--- src/rtl/perceptron_train_sequencer_if.sv ---
// Control-side bundle between the training sequencer and its host/core/memories.
// The host drives start/abort; the sequencer drives everything else.
interface perceptron_train_sequencer_if #(
  parameter int unsigned ADDR_W = 10
);
  logic              start;
  logic              abort;
  logic              core_rst;
  logic [3:0]        control;
  logic [ADDR_W-1:0] x1_cnt;
  logic [ADDR_W-1:0] x2_cnt;
  logic [ADDR_W-1:0] label_cnt;
  logic [7:0]        epoch;
  logic              busy;
  logic              done;

  modport master (
    output start, abort,
    input  core_rst, control, x1_cnt, x2_cnt, label_cnt, epoch, busy, done
  );

  modport slave (
    input  start, abort,
    output core_rst, control, x1_cnt, x2_cnt, label_cnt, epoch, busy, done
  );
endinterface

--- src/rtl/perceptron_train_sequencer.sv ---
// Perceptron training sequencer: per sample GAP -> core reset -> run, walking
// all samples for EPOCHS passes, then a single done pulse.
module perceptron_train_sequencer #(
  parameter int unsigned ADDR_W          = 10,
  parameter int unsigned NUM_SAMPLES     = 500,
  parameter int unsigned EPOCHS          = 1,
  parameter int unsigned CORE_RST_CYCLES = 5,
  parameter int unsigned RUN_CYCLES      = 80
) (
  input  logic                          clk,
  input  logic                          rst,
  perceptron_train_sequencer_if.slave   bus
);

  localparam int unsigned CNT_MAX = (CORE_RST_CYCLES > RUN_CYCLES) ? CORE_RST_CYCLES : RUN_CYCLES;
  localparam int unsigned CNT_W   = (CNT_MAX > 1) ? $clog2(CNT_MAX) : 1;

  localparam logic [1:0] S_IDLE = 2'd0;
  localparam logic [1:0] S_GAP  = 2'd1;
  localparam logic [1:0] S_RST  = 2'd2;
  localparam logic [1:0] S_RUN  = 2'd3;

  localparam logic [ADDR_W-1:0] LAST_IDX   = ADDR_W'(NUM_SAMPLES - 1);
  localparam logic [7:0]        LAST_EPOCH = 8'(EPOCHS - 1);

  logic [1:0]        state, state_nx;
  logic [CNT_W-1:0]  cnt, cnt_nx;
  logic [ADDR_W-1:0] idx, idx_nx;
  logic [7:0]        ep, ep_nx;
  logic              core_rst_q, core_rst_nx;
  logic [3:0]        control_q, control_nx;
  logic              busy_q, busy_nx;
  logic              done_q, done_nx;

  // State and registered outputs.
  always_ff @(posedge clk or negedge rst) begin
    if (!rst) begin
      state      <= S_IDLE;
      cnt        <= '0;
      idx        <= '0;
      ep         <= '0;
      core_rst_q <= 1'b0;
      control_q  <= 4'b0000;
      busy_q     <= 1'b0;
      done_q     <= 1'b0;
    end else begin
      state      <= state_nx;
      cnt        <= cnt_nx;
      idx        <= idx_nx;
      ep         <= ep_nx;
      core_rst_q <= core_rst_nx;
      control_q  <= control_nx;
      busy_q     <= busy_nx;
      done_q     <= done_nx;
    end
  end

  // Next state; the dwell counter is reloaded on every state entry.
  always_comb begin
    state_nx = state;
    cnt_nx   = (cnt == '0) ? '0 : cnt - CNT_W'(1);
    idx_nx   = idx;
    ep_nx    = ep;
    done_nx  = 1'b0;

    case (state)
      S_IDLE: begin
        if (bus.start && !bus.abort) begin
          state_nx = S_GAP;
          cnt_nx   = '0;
          idx_nx   = '0;
          ep_nx    = '0;
        end
      end
      S_GAP: begin
        state_nx = S_RST;
        cnt_nx   = CNT_W'(CORE_RST_CYCLES - 1);
      end
      S_RST: begin
        if (cnt == '0) begin
          state_nx = S_RUN;
          cnt_nx   = CNT_W'(RUN_CYCLES - 1);
        end
      end
      S_RUN: begin
        if (cnt == '0) begin
          cnt_nx = '0;
          if (idx < LAST_IDX) begin
            state_nx = S_GAP;
            idx_nx   = idx + ADDR_W'(1);
          end else if (ep < LAST_EPOCH) begin
            state_nx = S_GAP;
            idx_nx   = '0;
            ep_nx    = ep + 8'd1;
          end else begin
            state_nx = S_IDLE;
            done_nx  = 1'b1;
          end
        end
      end
      default: state_nx = S_IDLE;
    endcase

    // Abort overrides any transition, including the final done.
    if (bus.abort && (state != S_IDLE)) begin
      state_nx = S_IDLE;
      cnt_nx   = '0;
      idx_nx   = '0;
      ep_nx    = '0;
      done_nx  = 1'b0;
    end

    core_rst_nx = (state_nx == S_RST);
    control_nx  = (state_nx == S_RUN) ? 4'b1111 : 4'b0000;
    busy_nx     = (state_nx != S_IDLE);
  end

  assign bus.core_rst  = core_rst_q;
  assign bus.control   = control_q;
  assign bus.x1_cnt    = idx;
  assign bus.x2_cnt    = idx;
  assign bus.label_cnt = idx;
  assign bus.epoch     = ep;
  assign bus.busy      = busy_q;
  assign bus.done      = done_q;

endmodule

--- src/flat_wrapper.sv ---
// flat-port wrapper written by rule: the top's interface ports become plain ports
module perceptron_train_sequencer_flat 
#(
  parameter int unsigned ADDR_W          = 10,
  parameter int unsigned NUM_SAMPLES     = 500,
  parameter int unsigned EPOCHS          = 1,
  parameter int unsigned CORE_RST_CYCLES = 5,
  parameter int unsigned RUN_CYCLES      = 80
)
  (clk, rst, bus_start, bus_abort, bus_core_rst, bus_control, bus_x1_cnt, bus_x2_cnt, bus_label_cnt, bus_epoch, bus_busy, bus_done);
  perceptron_train_sequencer_if #(.ADDR_W(ADDR_W)) bus_i ();
  input  logic clk;
  input  logic rst;
  input wire logic [$bits(bus_i.start)-1:0] bus_start;
  input wire logic [$bits(bus_i.abort)-1:0] bus_abort;
  output wire logic [$bits(bus_i.core_rst)-1:0] bus_core_rst;
  output wire logic [$bits(bus_i.control)-1:0] bus_control;
  output wire logic [$bits(bus_i.x1_cnt)-1:0] bus_x1_cnt;
  output wire logic [$bits(bus_i.x2_cnt)-1:0] bus_x2_cnt;
  output wire logic [$bits(bus_i.label_cnt)-1:0] bus_label_cnt;
  output wire logic [$bits(bus_i.epoch)-1:0] bus_epoch;
  output wire logic [$bits(bus_i.busy)-1:0] bus_busy;
  output wire logic [$bits(bus_i.done)-1:0] bus_done;
  assign bus_i.start = bus_start;
  assign bus_i.abort = bus_abort;
  assign bus_core_rst = bus_i.core_rst;
  assign bus_control = bus_i.control;
  assign bus_x1_cnt = bus_i.x1_cnt;
  assign bus_x2_cnt = bus_i.x2_cnt;
  assign bus_label_cnt = bus_i.label_cnt;
  assign bus_epoch = bus_i.epoch;
  assign bus_busy = bus_i.busy;
  assign bus_done = bus_i.done;
  perceptron_train_sequencer #(.ADDR_W(ADDR_W), .NUM_SAMPLES(NUM_SAMPLES), .EPOCHS(EPOCHS), .CORE_RST_CYCLES(CORE_RST_CYCLES), .RUN_CYCLES(RUN_CYCLES)) u_core (.clk(clk), .rst(rst), .bus(bus_i));
endmodule
--- config.mk ---
export PLATFORM = sky130hd
export DESIGN_NAME = perceptron_train_sequencer_flat
export DESIGN_NICKNAME = d
export VERILOG_FILES = /design/src/rtl/perceptron_train_sequencer_if.sv /design/src/rtl/perceptron_train_sequencer.sv /design/src/flat_wrapper.sv
export SDC_FILE = /design/constraint.sdc
export NUM_CORES = 1
export LEC_CHECK = 0
export ABC_AREA = 1
export CORE_MARGIN = 2
export CORE_UTILIZATION = 45
export DETAILED_ROUTE_END_ITERATION = 12
export GPL_ROUTABILITY_DRIVEN = 0
export HOLD_SLACK_MARGIN = 0.1
export PLACE_DENSITY = 0.75
export SLEW_MARGIN = 20
export SYNTH_ARGS = -nofsm -noshare
export SYNTH_HDL_FRONTEND = slang
export SYNTH_SLANG_ARGS = --single-unit
--- constraint.sdc ---
create_clock -name clk -period 1.75 [get_ports clk]
set_clock_uncertainty 0.05 [all_clocks]
set_input_delay 0.35 -clock clk [delete_from_list [all_inputs] [get_ports clk]]
set_output_delay 0.35 -clock clk [all_outputs]
set_load 0.005 [all_outputs]
==> summary.txt, run 1 <==
Placement
  • Setup WS pre-CTS: -0.0635 ns
  • Hpwl dp: 2490 um
  • IO buf count: 40

Synthesis
  • Biggest area consumer among synthesized cells: dfrtp_1
  • Post-synthesis register bit count: 23
  • Area contributors post-synth: dfrtp_1 (36%), buf_4 (14%), nand2_1 (11%), nand3_1 (6.5%), inv_1 (5.1%)
  • YS warnings: 0
  • Post-synth top flop: dfrtp_1
  • Synth Area per Inst: 7.58 um^2
  • Share of the synthesized area in the top cell type: 35.6%
  • Most common cell in the netlist: nand2_1
  • Syn Inst Count: 213
  • EDFF count, synth: 0
  • Top cells by count, synth: nand2_1 (49), buf_4 (31), dfrtp_1 (23)
  • Mapped cell area: 0.00162 mm^2
  • Synth cell types: 26
  • Ys async rst share: 100%
  • Register area share after synthesis: 35.6%

Worst setup path
  • Worst setup SP type: flop
  • Setup crit end kind: output port
  • WP data arrival: 1.30 ns
  • CP max FO: 5
  • Critical setup path kind: flop to output port
  • Worst R2R Setup Slack: 0.13 ns
  • Critical Path RT: 1.35 ns

STA
  • Fin Hold WS: 0.326 ns
  • RSZ-0062 raised after global routing: yes
  • TNS Setup: 0 ns
  • Min Tclk post-route: 1.70 ns
  • Max Freq: 588 MHz
  • Ratio of final minimum period to clock period: 97.1%
  • Fin. max-slew vios: 0
  • Final worst slack: 0.0499 ns
  • Final Hold Fails: 0
  • Final setup viols: 0

GRT
  • Global Route Usage Sum: 17.5%
  • Vias in the first global route: 1,322
  • Largest net degree at the start of global routing: 24
  • Initial antenna violation count: 0
  • First-pass GRT wire length: 5690 um
  • GR Overflow Total: 0

Clock tree
  • TritonCTS Buffers: 3
  • Worst-skew pair later-pin latency: 0.31 ns
  • Sink Count: 23
  • CTS Buffer Depth: 2
  • CTS tree: built
  • H-tree Lvls: 1
  • Clk slew on worst S/H paths: 0.12 ns
  • Root Buffer: clkbuf_4

Worst hold path
  • Class of the worst hold path: input port to asynchronous set/reset pin

Layout
  • # fillers: 291
  • Layout cells sized above 1: 20.7%
  • Area grow syn2layout: 32.1%
  • # diodes: 0
  • Nets: 267

Run
  • MaxCap Viol Count: 0

Detailed routing
  • Met3 WL: 177 um
  • Routed length per instance: 11.4 um
  • Met1 wire length: 1590 um
  • DR vias: 1,421
  • DR DRC count: 0
  • Total wire length: 3460 um
  • Met2 WL post-DR: 1630 um
  • TritonRoute pass-1 iters: 4
  • Number of vias per cell: 4.71
  • Initial drt markers: 27
  • Antenna Nets Post-Route: 0
  • DR top layer: met4

Power and ir drop
  • Pwr/cell area: 1090 mW/mm^2
  • Worst vdd ir: 0.619 mV
  • Leakage: 1.10 nW

Floorplanning
  • Core area: 0.00339 mm^2
  • Die width: 63.9 um
  • Die Y-Extent: 63.9 um
  • Initial core utilization: 47.7%
  • I/O pins: 49
  • Core Rows: 21
  • DIE AREA: 0.00408 mm^2

Status
  • Outcome: finished, final reports clean
## metal layers
| layer | up-vias | global-route usage (%) |
|---|---|---|
| met1 | 645 | 23.4 |
| li1 | 728 | - |
| met3 | 4 | 1.76 |
| met5 | - | 0 |
| met2 | 44 | 28.6 |
| met4 | 0 | 8.15 |
## worst paths after layout
path / depth (start not counted) / from / end
worst max-delay path: 2 / u_core.bus.label_cnt[0]$_DFFE_PN0P_ / bus_x1_cnt[0]
worst max register to register: 9 / u_core.state[0]$_DFF_PN0_ / u_core.bus.label_cnt[2]$_DFFE_PN0P_
max in group asynchronous: 2 / rst / u_core.bus.label_cnt[6]$_DFFE_PN0P_
worst min register to register: 1 / u_core.cnt[0]$_DFF_PN0_ / u_core.cnt[0]$_DFF_PN0_
min in group clk: 1 / u_core.cnt[0]$_DFF_PN0_ / u_core.cnt[0]$_DFF_PN0_
worst min-delay path: 2 / rst / u_core.bus.label_cnt[8]$_DFFE_PN0P_
## power breakdown
part	switching [mW]	internal, mW	total (mW)
logic	0.786	0.597	1.38
registers	0.0744	0.631	0.706
clock network	0.156	0.0890	0.245
## metrics by stage
stage               instances  util (%)  total power [mW]  instance area (um^2)
finish                    302      63.0              2.33                  2130
global route              302      63.0              2.55                  2130
CTS                       290      58.5              2.21                  1980
detailed placement        286      57.5              1.96                  1950
global placement          286      57.5              1.94                  1950
floorplan                 220         -              1.58                  1640
## cell type report
type                    instances  area [um^2]  area share (%)
well taps                      46         57.6            2.70
flip-flops and latches         23          584            27.4
inverters                      27          104            4.87
multi-input cells             140          777            36.4
repair buffers                 62          586            27.4
clock buffers                   4         26.3            1.23
## worst max-delay path: stages (launching register included)
cell and delay, ns:
dfrtp_1 0.39, buf_6 0.12, clkdlybuf4s50_1 0.49
## flip-flops by register name, indices dropped and copies added, names as in the netlist
register              flops
u_core.bus.done           1
u_core.state              2
u_core.bus.busy           1
u_core.bus.control        1
u_core.bus.core_rst       1
u_core.bus.label_cnt     10
u_core.cnt                7
## cell usage in the layout (no fill, tap or decap), drive strengths merged
| cell type | count |
|---|---|
| buf | 22 |
| nor3 | 2 |
| nor2 | 22 |
| xor2 | 1 |
| inv | 27 |
| nand4 | 4 |
| nand2 | 53 |
| ha | 6 |
| o22ai | 1 |
| a21boi | 1 |
| o31ai | 1 |
| a21oi | 11 |
| o21ai | 2 |
| nand3 | 21 |
| conb | 8 |
| dfrtp | 23 |
| clkdlybuf4s50 | 35 |
| or2 | 1 |
| clkbuf | 4 |
| nor4 | 3 |
| xnor2 | 3 |
| dlymetal6s2s | 5 |
## kinds of logic after synthesis
family	Yosys count	share of synthesized area (%)
fa+ha+maj	6	4.65
flops	23	35.6
compound gates	16	6.27
simple gates	105	30.4
xor+xnor	4	2.17
other cells	1	0.232
buf+inv	58	20.7
## what timing repair did
item                       CTS  global route
pin swaps                    0             1
hold endpoints to repair     0             0
buffers inserted             0            11
cloned                       0             1
hold buffers                 0             0
gates resized for setup      7            14
setup endpoints to repair   18            37
No activity file was read; power rests on OpenSTA's default activity.
==> run 2, diff against run 1 <==
PLACE_DENSITY = not set   (was 0.75)
PLACE_DENSITY_LB_ADDON = 0.25   (was not set)
==> run 2 against run 1 <==
Combinational power is 7% higher; flip-flop and latch count did not move; register-to-register slack lost 0.05 ns; critical path depth stayed put; power rose by 3.6%.
==> summary.txt, run 2 (synthesized netlist as in run 1, its figures left out) <==
Status
  • Outcome: finished, final reports clean

Detailed routing
  • Total wire length: 3580 um
  • Number of vias per cell: 4.77
  • Initial drt markers: 48
  • DR vias: 1,451
  • Antenna Nets Post-Route: 0
  • TritonRoute pass-1 iters: 4
  • DR DRC count: 0
  • Routed length per instance: 11.8 um

STA
  • Final setup viols: 0
  • Max Freq: 579 MHz
  • TNS Setup: 0 ns
  • Min Tclk post-route: 1.73 ns
  • Final Hold Fails: 0
  • Fin. max-slew vios: 0
  • Final worst slack: 0.0242 ns
  • RSZ-0062 raised after global routing: yes
  • Ratio of final minimum period to clock period: 98.6%

Worst setup path
  • Critical Path RT: 1.35 ns
  • CP max FO: 5
  • WP data arrival: 1.33 ns
  • Worst setup SP type: flop
  • Setup crit end kind: output port
  • Critical setup path kind: flop to output port

GRT
  • Global Route Usage Sum: 17.3%
  • Vias in the first global route: 1,221
  • GRT met2 Usage: 26.8%
  • GR peak layer: met2
  • GR Overflow Total: 0
  • Largest net degree at the start of global routing: 24
  • First-pass GRT wire length: 5660 um
  • Met1 Track Usage GR: 25.6%
  • Initial antenna violation count: 0
  • Met3 Usage GRT: 1.94%

Floorplanning
  • DIE AREA: 0.00408 mm^2
  • I/O pins: 49
  • Initial core utilization: 47.7%
  • Die width: 63.9 um
  • Die Y-Extent: 63.9 um
  • Core area: 0.00339 mm^2
  • Core Rows: 21

Clock tree
  • H-tree Lvls: 1
  • CTS tree: built
  • CTS Buffer Depth: 2
  • Clk slew on worst S/H paths: 0.13 ns
  • Sink Count: 23
  • TritonCTS Buffers: 3
  • Root Buffer: clkbuf_4
  • Worst-skew pair later-pin latency: 0.32 ns

Power and ir drop
  • Worst vdd ir: 0.862 mV
  • Sw Ratio: 43.7%
  • Seq pwr share: 28.8%
  • Sw power: 1.06 mW
  • Logic pwr share: 60.9%
  • Pwr/cell area: 1110 mW/mm^2
  • Clock power share: 10.4%
  • Pint: 1.36 mW
  • Leakage: 1.09 nW

Layout
  • Number of flip-flops in the largest register: 10
  • # fillers: 296
  • Layout cells sized above 1: 23.3%
  • Area grow syn2layout: 34.2%
  • Most frequent cells in the layout: nand2_1 (48), clkdlybuf4s50_1 (36), inv_1 (21), nand3_1 (21), buf_4 (21)
  • Nets: 269
  • # diodes: 0
  • Commonest non-fill, non-tap cell in the layout: nand2_1

Placement
  • Setup WS pre-CTS: -0.0729 ns
  • Hpwl dp: 2480 um
  • IO buf count: 40

Worst hold path
  • Class of the worst hold path: input port to asynchronous set/reset pin

Run
  • MaxCap Viol Count: 0
-- run 2: what timing repair did --
item	CTS	global route
endpoints found under the setup margin	19	42
hold buffers	0	0
gates resized for setup	6	18
pin swaps	0	1
cloned	0	2
buffers inserted	1	11
-- run 2: path summary, 6_finish.rpt --
path	startpoint	to	slack, ns	depth (start not counted)
setup / recovery	u_core.bus.label_cnt[1]$_DFFE_PN0P_	bus_x2_cnt[1]	0.02	2
max in group asynchronous	rst	u_core.cnt[2]$_DFF_PN0_	1.09	2
setup reg to reg	u_core.bus.label_cnt[0]$_DFFE_PN0P_	u_core.bus.control[2]$_DFF_PN0_	0.08	11
hold / removal	rst	u_core.bus.label_cnt[4]$_DFFE_PN0P_	0.31	2
min in group clk	u_core.cnt[0]$_DFF_PN0_	u_core.cnt[0]$_DFF_PN0_	0.40	1
hold reg to reg	u_core.cnt[0]$_DFF_PN0_	u_core.cnt[0]$_DFF_PN0_	0.40	1
-- run 2: cell type report --
cell class	instances	area, um^2	share of cell area [%]
sequential	23	584	26.9
inverter	27	104	4.79
tap	46	57.6	2.65
clock buffer	4	26.3	1.21
multi-input combinational	141	797	36.8
timing repair buffer	63	599	27.6
-- run 2: worst max-delay path, cell delays in order (launching register included) --
cell	delay, ns
dfrtp_1	0.37
buf_4	0.14
clkdlybuf4s50_1	0.50
-- run 2: metrics by stage --
stage	instance area (um^2)	hold slack (ns)	utilization (%)	std cells	power (mW)
final	2170	0.311	64.0	304	2.42
after global routing	2170	0.353	64.0	304	2.63
after CTS	1990	0.330	58.7	291	2.22
after detailed placement	1950	0.386	57.5	286	1.96
after global placement	1950	0.382	57.5	286	1.93
after floorplan	1640	0.00441	-	220	1.58
-- run 2: power groups by stage --
stage / sequential (mW) / combinational, mW / clock, mW
5_1_grt: 0.711 / 1.64 / 0.279
4_1_cts: 0.695 / 1.26 / 0.257
3_5_place_dp: 0.708 / 1.25 / 0
2_1_floorplan: 0.714 / 0.869 / 0
3_3_place_gp: 0.704 / 1.23 / 0
6_report: 0.695 / 1.47 / 0.250
-- run 2: routing by layer --
metal | wire length (um) | up-vias
met5 | 0 | -
met4 | 42 | 0
met1 | 1650 | 650
li1 | - | 730
met3 | 257 | 5
met2 | 1640 | 66
==> run 3, diff against run 2 <==
CAP_MARGIN = 20   (was not set)
==> results of run 3 <==
Same layout as run 2: the final DEF is identical, and so are final timing and power.
